$ cat src/rtl/iob_axistream_out_pkt.sv
// CPU-to-AXI-Stream bridge with packet trimming.
// The CPU pushes 32-bit words into a word FIFO. The unpacker serialises each word
// into TDATA_W-wide beats, sending the least significant lane first.
// The CPU can mark the next word as the last word of a packet and choose how many
// of its lanes to send. The block also provides an enable gate, a soft reset, a
// sticky overflow flag and a sent-packet counter.
module iob_axistream_out_pkt #(
    parameter int TDATA_W         = 8,
    parameter int FIFO_DEPTH_LOG2 = 4,
    parameter int DATA_W          = 32,
    parameter int ADDR_W          = 5
) (
    input  logic               clk,
    input  logic               arst_n,
    input  logic               iob_avalid,
    input  logic [ADDR_W-1:0]  iob_addr,
    input  logic [DATA_W-1:0]  iob_wdata,
    input  logic [3:0]         iob_wstrb,
    output logic               iob_rvalid,
    output logic [DATA_W-1:0]  iob_rdata,
    output logic               iob_ready,
    output logic [TDATA_W-1:0] tdata,
    output logic               tvalid,
    input  logic               tready,
    output logic               tlast
);

    localparam int R       = 32 / TDATA_W;
    localparam int DEPTH   = 1 << FIFO_DEPTH_LOG2;
    localparam int LVL_W   = FIFO_DEPTH_LOG2 + 1;
    localparam int ENTRY_W = DATA_W + 4;

    localparam logic [2:0]        R_L      = 3'(R);
    localparam logic [LVL_W-1:0]  LVL_FULL = LVL_W'(DEPTH);
    localparam logic [ADDR_W-1:0] A_DATA   = ADDR_W'(32'h00);
    localparam logic [ADDR_W-1:0] A_LAST   = ADDR_W'(32'h04);
    localparam logic [ADDR_W-1:0] A_CTRL   = ADDR_W'(32'h08);
    localparam logic [ADDR_W-1:0] A_STATUS = ADDR_W'(32'h0C);
    localparam logic [ADDR_W-1:0] A_PKT    = ADDR_W'(32'h10);

    typedef enum logic [0:0] {
        ST_IDLE = 1'b0,
        ST_SEND = 1'b1
    } state_t;

    // A lane count of 0, or one larger than the lanes in a word, means a full word.
    function automatic logic [2:0] clamp_lanes(input logic [2:0] n);
        if ((n == 3'd0) || (n > R_L)) begin
            return R_L;
        end else begin
            return n;
        end
    endfunction

    // CPU bus decode
    logic wr_s, rd_s, wr_data_s, wr_last_s, wr_ctrl_s, wr_status_s, srst_s;

    assign iob_ready   = 1'b1;
    assign wr_s        = iob_avalid & (|iob_wstrb);
    assign rd_s        = iob_avalid & ~(|iob_wstrb);
    assign wr_data_s   = wr_s & (iob_addr == A_DATA);
    assign wr_last_s   = wr_s & (iob_addr == A_LAST);
    assign wr_ctrl_s   = wr_s & (iob_addr == A_CTRL);
    assign wr_status_s = wr_s & (iob_addr == A_STATUS);
    assign srst_s      = wr_ctrl_s & iob_wdata[1];

    // Control and status registers
    logic        en_r, ovf_r, last_pend_r;
    logic [2:0]  last_nl_r;
    logic [15:0] pkt_cnt_r;

    // FIFO storage and occupancy
    logic [ENTRY_W-1:0]         mem_r [DEPTH];
    logic [FIFO_DEPTH_LOG2-1:0] wr_ptr_r, rd_ptr_r;
    logic [LVL_W-1:0]           level_r;
    logic                       full_s, fifo_empty_s, push_s, pop_s, ovf_evt_s;
    logic [ENTRY_W-1:0]         head_s, entry_s;
    logic [DATA_W-1:0]          head_word_s;
    logic [2:0]                 head_nl_s;
    logic                       head_last_s;

    assign full_s       = (level_r == LVL_FULL);
    assign fifo_empty_s = (level_r == {LVL_W{1'b0}});
    assign head_s       = mem_r[rd_ptr_r];
    assign head_word_s  = head_s[DATA_W-1:0];
    assign head_nl_s    = head_s[DATA_W+:3];
    assign head_last_s  = head_s[DATA_W+3];
    assign entry_s      = {last_pend_r, (last_pend_r ? last_nl_r : R_L), iob_wdata};
    // A full FIFO still accepts a word when the unpacker pops in the same cycle.
    assign push_s       = wr_data_s & (~full_s | pop_s);
    assign ovf_evt_s    = wr_data_s & full_s & ~pop_s;

    // Unpacker state
    state_t      state_r, state_n;
    logic [31:0] word_r, word_n;
    logic [2:0]  lane_r, lane_n, nl_r, nl_n, word_end_s;
    logic        last_r, last_n, tlast_r, tlast_n, tvalid_r, tvalid_n, hs_s, at_end_s;

    // The current beat is always the low lane of word_r, so tdata comes straight from a flop.
    assign tdata      = word_r[TDATA_W-1:0];
    assign tvalid     = tvalid_r;
    assign tlast      = tlast_r;
    assign hs_s       = tvalid_r & tready;
    assign word_end_s = last_r ? (nl_r - 3'd1) : (R_L - 3'd1);
    assign at_end_s   = (lane_r == word_end_s);

    // Unpacker next state: load from the FIFO, shift to the next lane, or go idle
    always_comb begin
        state_n  = state_r;
        word_n   = word_r;
        lane_n   = lane_r;
        last_n   = last_r;
        nl_n     = nl_r;
        tlast_n  = tlast_r;
        tvalid_n = tvalid_r;
        pop_s    = 1'b0;
        case (state_r)
            ST_IDLE: begin
                if (!fifo_empty_s && en_r) begin
                    pop_s = 1'b1;
                end else begin
                    pop_s = 1'b0;
                end
            end
            ST_SEND: begin
                if (hs_s && at_end_s) begin
                    // Chain straight into the next word with no idle cycle when allowed.
                    if (!fifo_empty_s && en_r) begin
                        pop_s = 1'b1;
                    end else begin
                        state_n  = ST_IDLE;
                        tvalid_n = 1'b0;
                        tlast_n  = 1'b0;
                    end
                end else if (hs_s) begin
                    word_n  = word_r >> TDATA_W;
                    lane_n  = lane_r + 3'd1;
                    tlast_n = last_r && ((lane_r + 3'd1) == (nl_r - 3'd1));
                end else begin
                    state_n = state_r;
                end
            end
            default: begin
                state_n  = ST_IDLE;
                tvalid_n = 1'b0;
                tlast_n  = 1'b0;
            end
        endcase
        if (pop_s) begin
            state_n  = ST_SEND;
            word_n   = head_word_s;
            lane_n   = 3'd0;
            last_n   = head_last_s;
            nl_n     = head_nl_s;
            tlast_n  = head_last_s && (head_nl_s == 3'd1);
            tvalid_n = 1'b1;
        end else begin
            lane_n = lane_n;
        end
        // A soft reset drops the beat immediately, even if it is stalled.
        if (srst_s) begin
            pop_s    = 1'b0;
            state_n  = ST_IDLE;
            word_n   = 32'h0;
            lane_n   = 3'd0;
            last_n   = 1'b0;
            nl_n     = 3'd0;
            tlast_n  = 1'b0;
            tvalid_n = 1'b0;
        end else begin
            nl_n = nl_n;
        end
    end

    // Unpacker registers
    always_ff @(posedge clk or negedge arst_n) begin
        if (!arst_n) begin
            state_r  <= ST_IDLE;
            word_r   <= 32'h0;
            lane_r   <= 3'd0;
            last_r   <= 1'b0;
            nl_r     <= 3'd0;
            tlast_r  <= 1'b0;
            tvalid_r <= 1'b0;
        end else begin
            state_r  <= state_n;
            word_r   <= word_n;
            lane_r   <= lane_n;
            last_r   <= last_n;
            nl_r     <= nl_n;
            tlast_r  <= tlast_n;
            tvalid_r <= tvalid_n;
        end
    end

    // FIFO payload storage; it needs no reset because level_r guards every read
    always_ff @(posedge clk) begin
        if (push_s) begin
            mem_r[wr_ptr_r] <= entry_s;
        end
    end

    // FIFO pointers, level and LAST pending flag; all are flushed by a soft reset
    always_ff @(posedge clk or negedge arst_n) begin
        if (!arst_n) begin
            wr_ptr_r    <= '0;
            rd_ptr_r    <= '0;
            level_r     <= '0;
            last_pend_r <= 1'b0;
            last_nl_r   <= 3'd0;
        end else if (srst_s) begin
            wr_ptr_r    <= '0;
            rd_ptr_r    <= '0;
            level_r     <= '0;
            last_pend_r <= 1'b0;
            last_nl_r   <= 3'd0;
        end else begin
            if (push_s) begin
                wr_ptr_r <= wr_ptr_r + 1'b1;
            end
            if (pop_s) begin
                rd_ptr_r <= rd_ptr_r + 1'b1;
            end
            case ({push_s, pop_s})
                2'b10:   level_r <= level_r + 1'b1;
                2'b01:   level_r <= level_r - 1'b1;
                default: level_r <= level_r;
            endcase
            // A dropped word leaves the pending flag set for the next accepted word.
            if (wr_last_s) begin
                last_pend_r <= 1'b1;
                last_nl_r   <= clamp_lanes(iob_wdata[2:0]);
            end else if (push_s) begin
                last_pend_r <= 1'b0;
            end
        end
    end

    // Enable, overflow flag and packet counter; a soft reset leaves these unchanged
    always_ff @(posedge clk or negedge arst_n) begin
        if (!arst_n) begin
            en_r      <= 1'b1;
            ovf_r     <= 1'b0;
            pkt_cnt_r <= 16'h0;
        end else begin
            if (wr_ctrl_s) begin
                en_r <= iob_wdata[0];
            end
            if (ovf_evt_s) begin
                ovf_r <= 1'b1;
            end else if (wr_status_s && iob_wdata[2]) begin
                ovf_r <= 1'b0;
            end
            if (hs_s && tlast_r) begin
                pkt_cnt_r <= pkt_cnt_r + 16'd1;
            end
        end
    end

    // Read data mux
    logic [DATA_W-1:0] rd_mux_s;

    // Select the read data for the requested register; unmapped addresses read as zero
    always_comb begin
        rd_mux_s = '0;
        case (iob_addr)
            A_CTRL: begin
                rd_mux_s[0] = en_r;
            end
            A_STATUS: begin
                rd_mux_s[0]          = full_s;
                rd_mux_s[1]          = fifo_empty_s & (state_r == ST_IDLE);
                rd_mux_s[2]          = ovf_r;
                rd_mux_s[16+:LVL_W]  = level_r;
            end
            A_PKT: begin
                rd_mux_s[15:0] = pkt_cnt_r;
            end
            default: begin
                rd_mux_s = '0;
            end
        endcase
    end

    // Read data is returned one cycle after the request
    always_ff @(posedge clk or negedge arst_n) begin
        if (!arst_n) begin
            iob_rvalid <= 1'b0;
            iob_rdata  <= '0;
        end else begin
            iob_rvalid <= rd_s;
            iob_rdata  <= rd_s ? rd_mux_s : '0;
        end
    end

endmodule

$ cat config.mk
export PLATFORM = sky130hd
export DESIGN_NAME = iob_axistream_out_pkt
export DESIGN_NICKNAME = d
export VERILOG_FILES = /design/src/rtl/iob_axistream_out_pkt.sv
export SDC_FILE = /design/constraint.sdc
export NUM_CORES = 1
export LEC_CHECK = 0
export CAP_MARGIN = 0
export CORE_UTILIZATION = 55
export DETAILED_ROUTE_END_ITERATION = 8
export HOLD_SLACK_MARGIN = 0.05
export PLACE_DENSITY = 0.76
export SYNTH_ARGS = -nofsm -noshare
export SYNTH_HDL_FRONTEND = slang
export SYNTH_SLANG_ARGS = --single-unit
$ cat constraint.sdc
create_clock -name clk -period 6.5 [get_ports clk]
set_input_delay 0.975 -clock clk [delete_from_list [all_inputs] [get_ports clk]]
set_output_delay 0.975 -clock clk [all_outputs]
set_load 0.005 [all_outputs]
* Yosys cells after proc, flatten, opt, wreduce, memory -nomap -nowiden *
Memories as Yosys holds them, arrays and structs flattened.
Cells that the tools add are included.

operators by class
  muxes and demuxes = 55
  bitwise logic cells = 17
  equal/unequal tests = 13
  $add $sub $neg = 7
  reductions and logical operators = 26
  $lt $le $gt $ge = 1

operators with widths
  cell                                                 count
  2-to-1 mux 32 bit                                    5
  2-to-1 mux 3 bit                                     12
  2-to-1 mux 1 bit                                     26
  2-to-1 mux 21 bit                                    1
  adder 16 x 1 -> 16 bit, second input constant        1
  2-to-1 mux 4 bit                                     4
  nonzero test 3 bit                                   5
  2-to-1 mux 13 bit                                    1
  bitwise AND 1 bit                                    12
  equality test 5 x 4 -> 1 bit, second input constant  2
  equality test 5 bit, second input constant           2
  zero test 5 bit                                      2
  2-to-1 mux 5 bit                                     2
  case mux 5 bit (2 select lines)                      1
  nonzero test 2 bit                                   5
  AND reduction 3 bit                                  3
  adder 4 x 1 -> 4 bit, second input constant          2
  equality test 3 bit                                  2
  logical AND 1 bit                                    6
  != test 3 x 2 -> 1 bit, second input constant        2
  adder 5 x 1 -> 5 bit, second input constant          1
  equality test 5 x 3 -> 1 bit, second input constant  1
  subtractor 5 x 1 -> 5 bit, second input constant     1
  != test 4 x 3 -> 1 bit, second input constant        1
  16 further kinds                                     19

storage, ports and cells
  bits in writable memories = 576
  memories kept = 1
  logic and storage cells = 137
  input port bits = 45
  flip-flop bits (word level) = 99

memory list
  memory  words  bits a word  rd ports  clocked after memory_dff  write ports  RTL line  RTL
  mem_r   16     36           1         0                         1            73        logic [ENTRY_W-1:0] mem_r [DEPTH];

* Depth between registers and ports, before layout *
  depth in word-level cells = 12
  gate-level depth with buffers = 14

* Worst setup path after synthesis *
OpenSTA, ideal clock, no wires.

  path type = input to register
  start point = in iob_wstrb[1]
  end point = mem mem_r[6][0] (netlist name) (enable)
  slack = -0.178 ns
  arrival = 6.146 ns
  cell stages on the path = 8
  required time = 5.968 ns
  setup time = 0.532 ns
  cell sequence = o41ai_4 > nor3b_2 > and2_4 > buf_6 > o31ai_4 > nand2_1 > buf_2 > nor4b_1

on the way
  cells in the longest elaborated chain, start to end = 9

ends and longest elaborated chain
  element                                   RTL line  RTL
  start, declared                           18        input logic [3:0] iob_wstrb,
  OR reduction 4 bit *                      59        assign wr_s = iob_avalid & (|iob_wstrb);
  bitwise AND 1 bit *                       59
  bitwise AND 1 bit                         63        assign wr_ctrl_s = wr_s & (iob_addr == A_CTRL);
  bitwise AND 1 bit                         65        assign srst_s = wr_ctrl_s & iob_wdata[1];
  2-to-1 mux 1 bit                          161       if (srst_s) begin
  OR 1 bit                                  90        assign push_s = wr_data_s & (~full_s | pop_s);
  bitwise AND 1 bit *                       90
  2-to-1 mux 1 bit *                        198       if (push_s) begin
  2-to-1 mux 1 bit (not written as such) *  199       mem_r[wr_ptr_r] <= entry_s;
  end, declared                             73

Mark *: on every way between the ends. The rest lies on a longest branch, timed or not.

* Final worst setup path *
  start point = in iob_wstrb[1]
  end point = mem mem_r[15][11] (netlist name) (enable)

The elaborated chain is that of the path after synthesis.

==> flow_metrics.tcl <==
set metrics [dict create \
    clk_pin_slew_worst_paths_ns 0.06 \
    netlist_top_cells_count "edfxtp_1 (576), mux4_2 (139), dfrtp_1 (98), mux2i_1 (76), nand2_1 (76)" \
    p_leak_nw 10.3 \
    setup_viol 0 \
    track_usage 0.239 \
    rsz0062_at_grt "false" \
    dieHeight_um 222 \
    layout_min_cycle_time_ns 4.27 \
    outcome "finished clean" \
    hold_violations 0 \
    yosysUniqueCellTypes 58 \
    fin_worst_skew_ns 0.0237 \
    clk_latency_ns 0.60 \
    cts_tree "built" \
    area_growth_pct 13.3 \
    p_int_mw 8.29 \
    detail_route.first_pass.iterations 5 \
    startpoint_type "input port" \
    p_per_area_nw_per_um2 381 \
    synth_edf_count 576 \
    ir_drop_uv 260 \
    yosys.area.top_type "edfxtp_1" \
    grt_pass1_vias 14000 \
    rows 80 \
    ys_warn_count 0 \
    cts_resized 0 \
    arrival_ns 4.54 \
    core_area_um2 47800 \
    clkPwrFrac 0.313 \
    fin_area_um2 30300 \
    root_buffer "clkbuf_16" \
    io_buffers 76 \
    wl_per_cell_um 26.5 \
    drive_gt1_frac 0.192 \
    drcViolationCount 0 \
    cp.required_ns 6.77 \
    yosys.area.top_type_share 0.648 \
    hpwl_um 32000 \
    async_reset_ff_frac 0.147 \
    io_pins 89 \
    grt_first_pass_wirelength_um 86700 \
    drv_cap 0 \
    cts_setup_buffers 0 \
    worst_hold_slack_ns 0.289 \
    p_switching_mw 3.23 \
    ys_seq_elements 675 \
    seqPwrFrac 0.449 \
    synth.most_common_cell "edfxtp_1" \
    path_class "input port to flip-flop" \
    antenna_found_initial 2 \
    cts.htree.levels 3 \
    drt_iter0_markers 1365 \
    synth.avg_cell_area_um2 19.0 \
    slew_headroom 0.269 \
    die_area_um2 49400 \
    setup_ws_ns 2.23 \
    comb_power_share 0.238 \
    clk_path_buf_depth 3 \
    tightest_slew_ns 1.10 \
    synth_area_leaders "edfxtp_1 (65%), mux4_2 (12%), dfrtp_1 (9.2%), mux2i_1 (2.8%), a21oi_1 (1.1%)" \
    grt_max_degree 78 \
    numCtsBuffers 66 \
    fin_tns_setup_ns 0 \
    ys.flop_type "edfxtp_1" \
    die_w_um 222 \
    start_util 0.558 \
    fin_crit_sh 0.656 \
    wl_um 57400 \
    switching_share 0.280 \
    cts_sinks 675 \
    num-nets-final 1559 \
    grt-ovfl-total 0 \
    dpl_cell_area_um2 28200 \
    fmax_mhz 234 \
    hp-class "input port to asynchronous set/reset pin" \
    netlist_instances 1404 \
    yosysSeqAreaShare 0.740 \
    vias_per_cell 6.28 \
    place_congestion 0.827 \
    ant_nets 0 \
    worstSetupEndpointType "flip-flop" \
    slew_viol_final 0 \
    syn_area_um2 26700 \
    dp_slack_ns 1.65 \
    holdBufCountCts 0 \
    report.power.total_mw 11.5 \
    crit_fanout 28 \
    vias 13600 \
]
routing by layer:
metal / up-vias / share of wire / wire [um] / GRT usage
met5: - / 0 / 0 / 0
met4: 0 / 0.028 / 1600 / 0.0821
met3: 104 / 0.079 / 4550 / 0.0509
met2: 591 / 0.49 / 28400 / 0.384
met1: 7118 / 0.40 / 22900 / 0.330
li1: 5808 / - / - / -
through the flow:
| stage | utilization | cells |
|---|---|---|
| after floorplan | - | 1414 |
| after global placement | 0.590 | 2048 |
| after detailed placement | 0.590 | 2048 |
| after CTS | 0.632 | 2167 |
| after global routing | 0.632 | 2167 |
| final | 0.632 | 2168 |
worst paths after layout:
kind,start,depth (start not counted),end,slack (ns)
max,iob_wstrb[1],8,mem_r[15][11],2.23
min,arst_n,1,word_r[22],0.29
max reg2reg,nl_r[0],9,mem_r[15][11],2.46
min reg2reg,pkt_cnt_r[15],1,pkt_cnt_r[15],0.47
max in group asynchronous,arst_n,2,rd_ptr_r[0],4.81
min in group clk,pkt_cnt_r[15],1,pkt_cnt_r[15],0.47
flip-flops by register name (all words and copies together) (netlist names):
register,count
ovf_r,1
en_r,1
iob_rdata,21
tlast,1
lane_r,3
last_r,1
wr_ptr_r,4
nl_r,3
state_r,1
tvalid,1
pkt_cnt_r,16
rd_ptr_r,4
level_r,5
last_pend_r,1
word_r,32
mem_r,576
iob_rvalid,1
last_nl_r,3
worst max-delay path, cell delays in order:
cell and delay (ns):
clkdlybuf4s50_1 0.47, o41ai_4 0.45, nor3b_2 0.12, and2_4 0.29, o31ai_4 0.37, nand2_1 0.57
nor2_4 0.87, buf_4 0.39
logic make-up (layout without fill, tap and decap cells):
family                   count (synthesis)  in the layout  synth area share
AO/OA/AOI/OAI                          154            154            0.0365
XOR/XNOR                                28             28           0.00918
adder cells (fa/ha/maj)                 13             13           0.00637
buffers and inverters                  109            247            0.0206
flip-flops                             675            675             0.740
multiplexers                           218            218             0.147
other                                    2             13          0.000281
AND/OR/NAND/NOR                        205            205            0.0397
layout make-up:
type / instances / area (um^2)
well taps: 615 / 769
multi-input cells: 630 / 6530
diodes: 1 / 2.50
repair buffers: 111 / 1070
clock buffers: 92 / 1870
inverters: 17 / 63.8
clock inverters: 27 / 164
flip-flops and latches: 675 / 19800
fillers: 3242 / 17600
layout by cell type (no fill, tap or decap), types with 4 or more instances in the layout:
cell	n
a21oi_1	59
a221oi_1	6
a22oi_1	4
a31oi_1	10
and2_1	19
and3_1	7
buf_12	4
buf_4	32
clkbuf_1	17
clkbuf_16	69
clkbuf_8	6
clkdlybuf4s50_1	75
clkinv_1	10
clkinv_2	15
conb_1	12
dfrtp_1	95
edfxtp_1	576
ha_1	12
inv_1	15
mux2i_1	76
mux4_2	139
nand2_1	75
nand2b_1	5
nand3_1	13
nand3b_1	8
nand4_1	6
nor2_1	21
nor3_1	9
nor3_2	6
nor4_1	5
nor4b_2	5
o21ai_0	34
o221ai_1	15
o22ai_1	6
or3_1	4
xnor2_1	22
xor2_1	6
power groups by stage:
stage	clock [mW]	combinational [mW]	sequential, mW
after detailed placement	0	2.74	5.25
after floorplan	0	2.15	5.06
after global routing	3.82	2.95	5.19
after CTS	3.67	2.78	5.17
after global placement	0	2.67	5.25
final	3.61	2.75	5.17
Note: power is estimated with default switching activity, not from simulation.
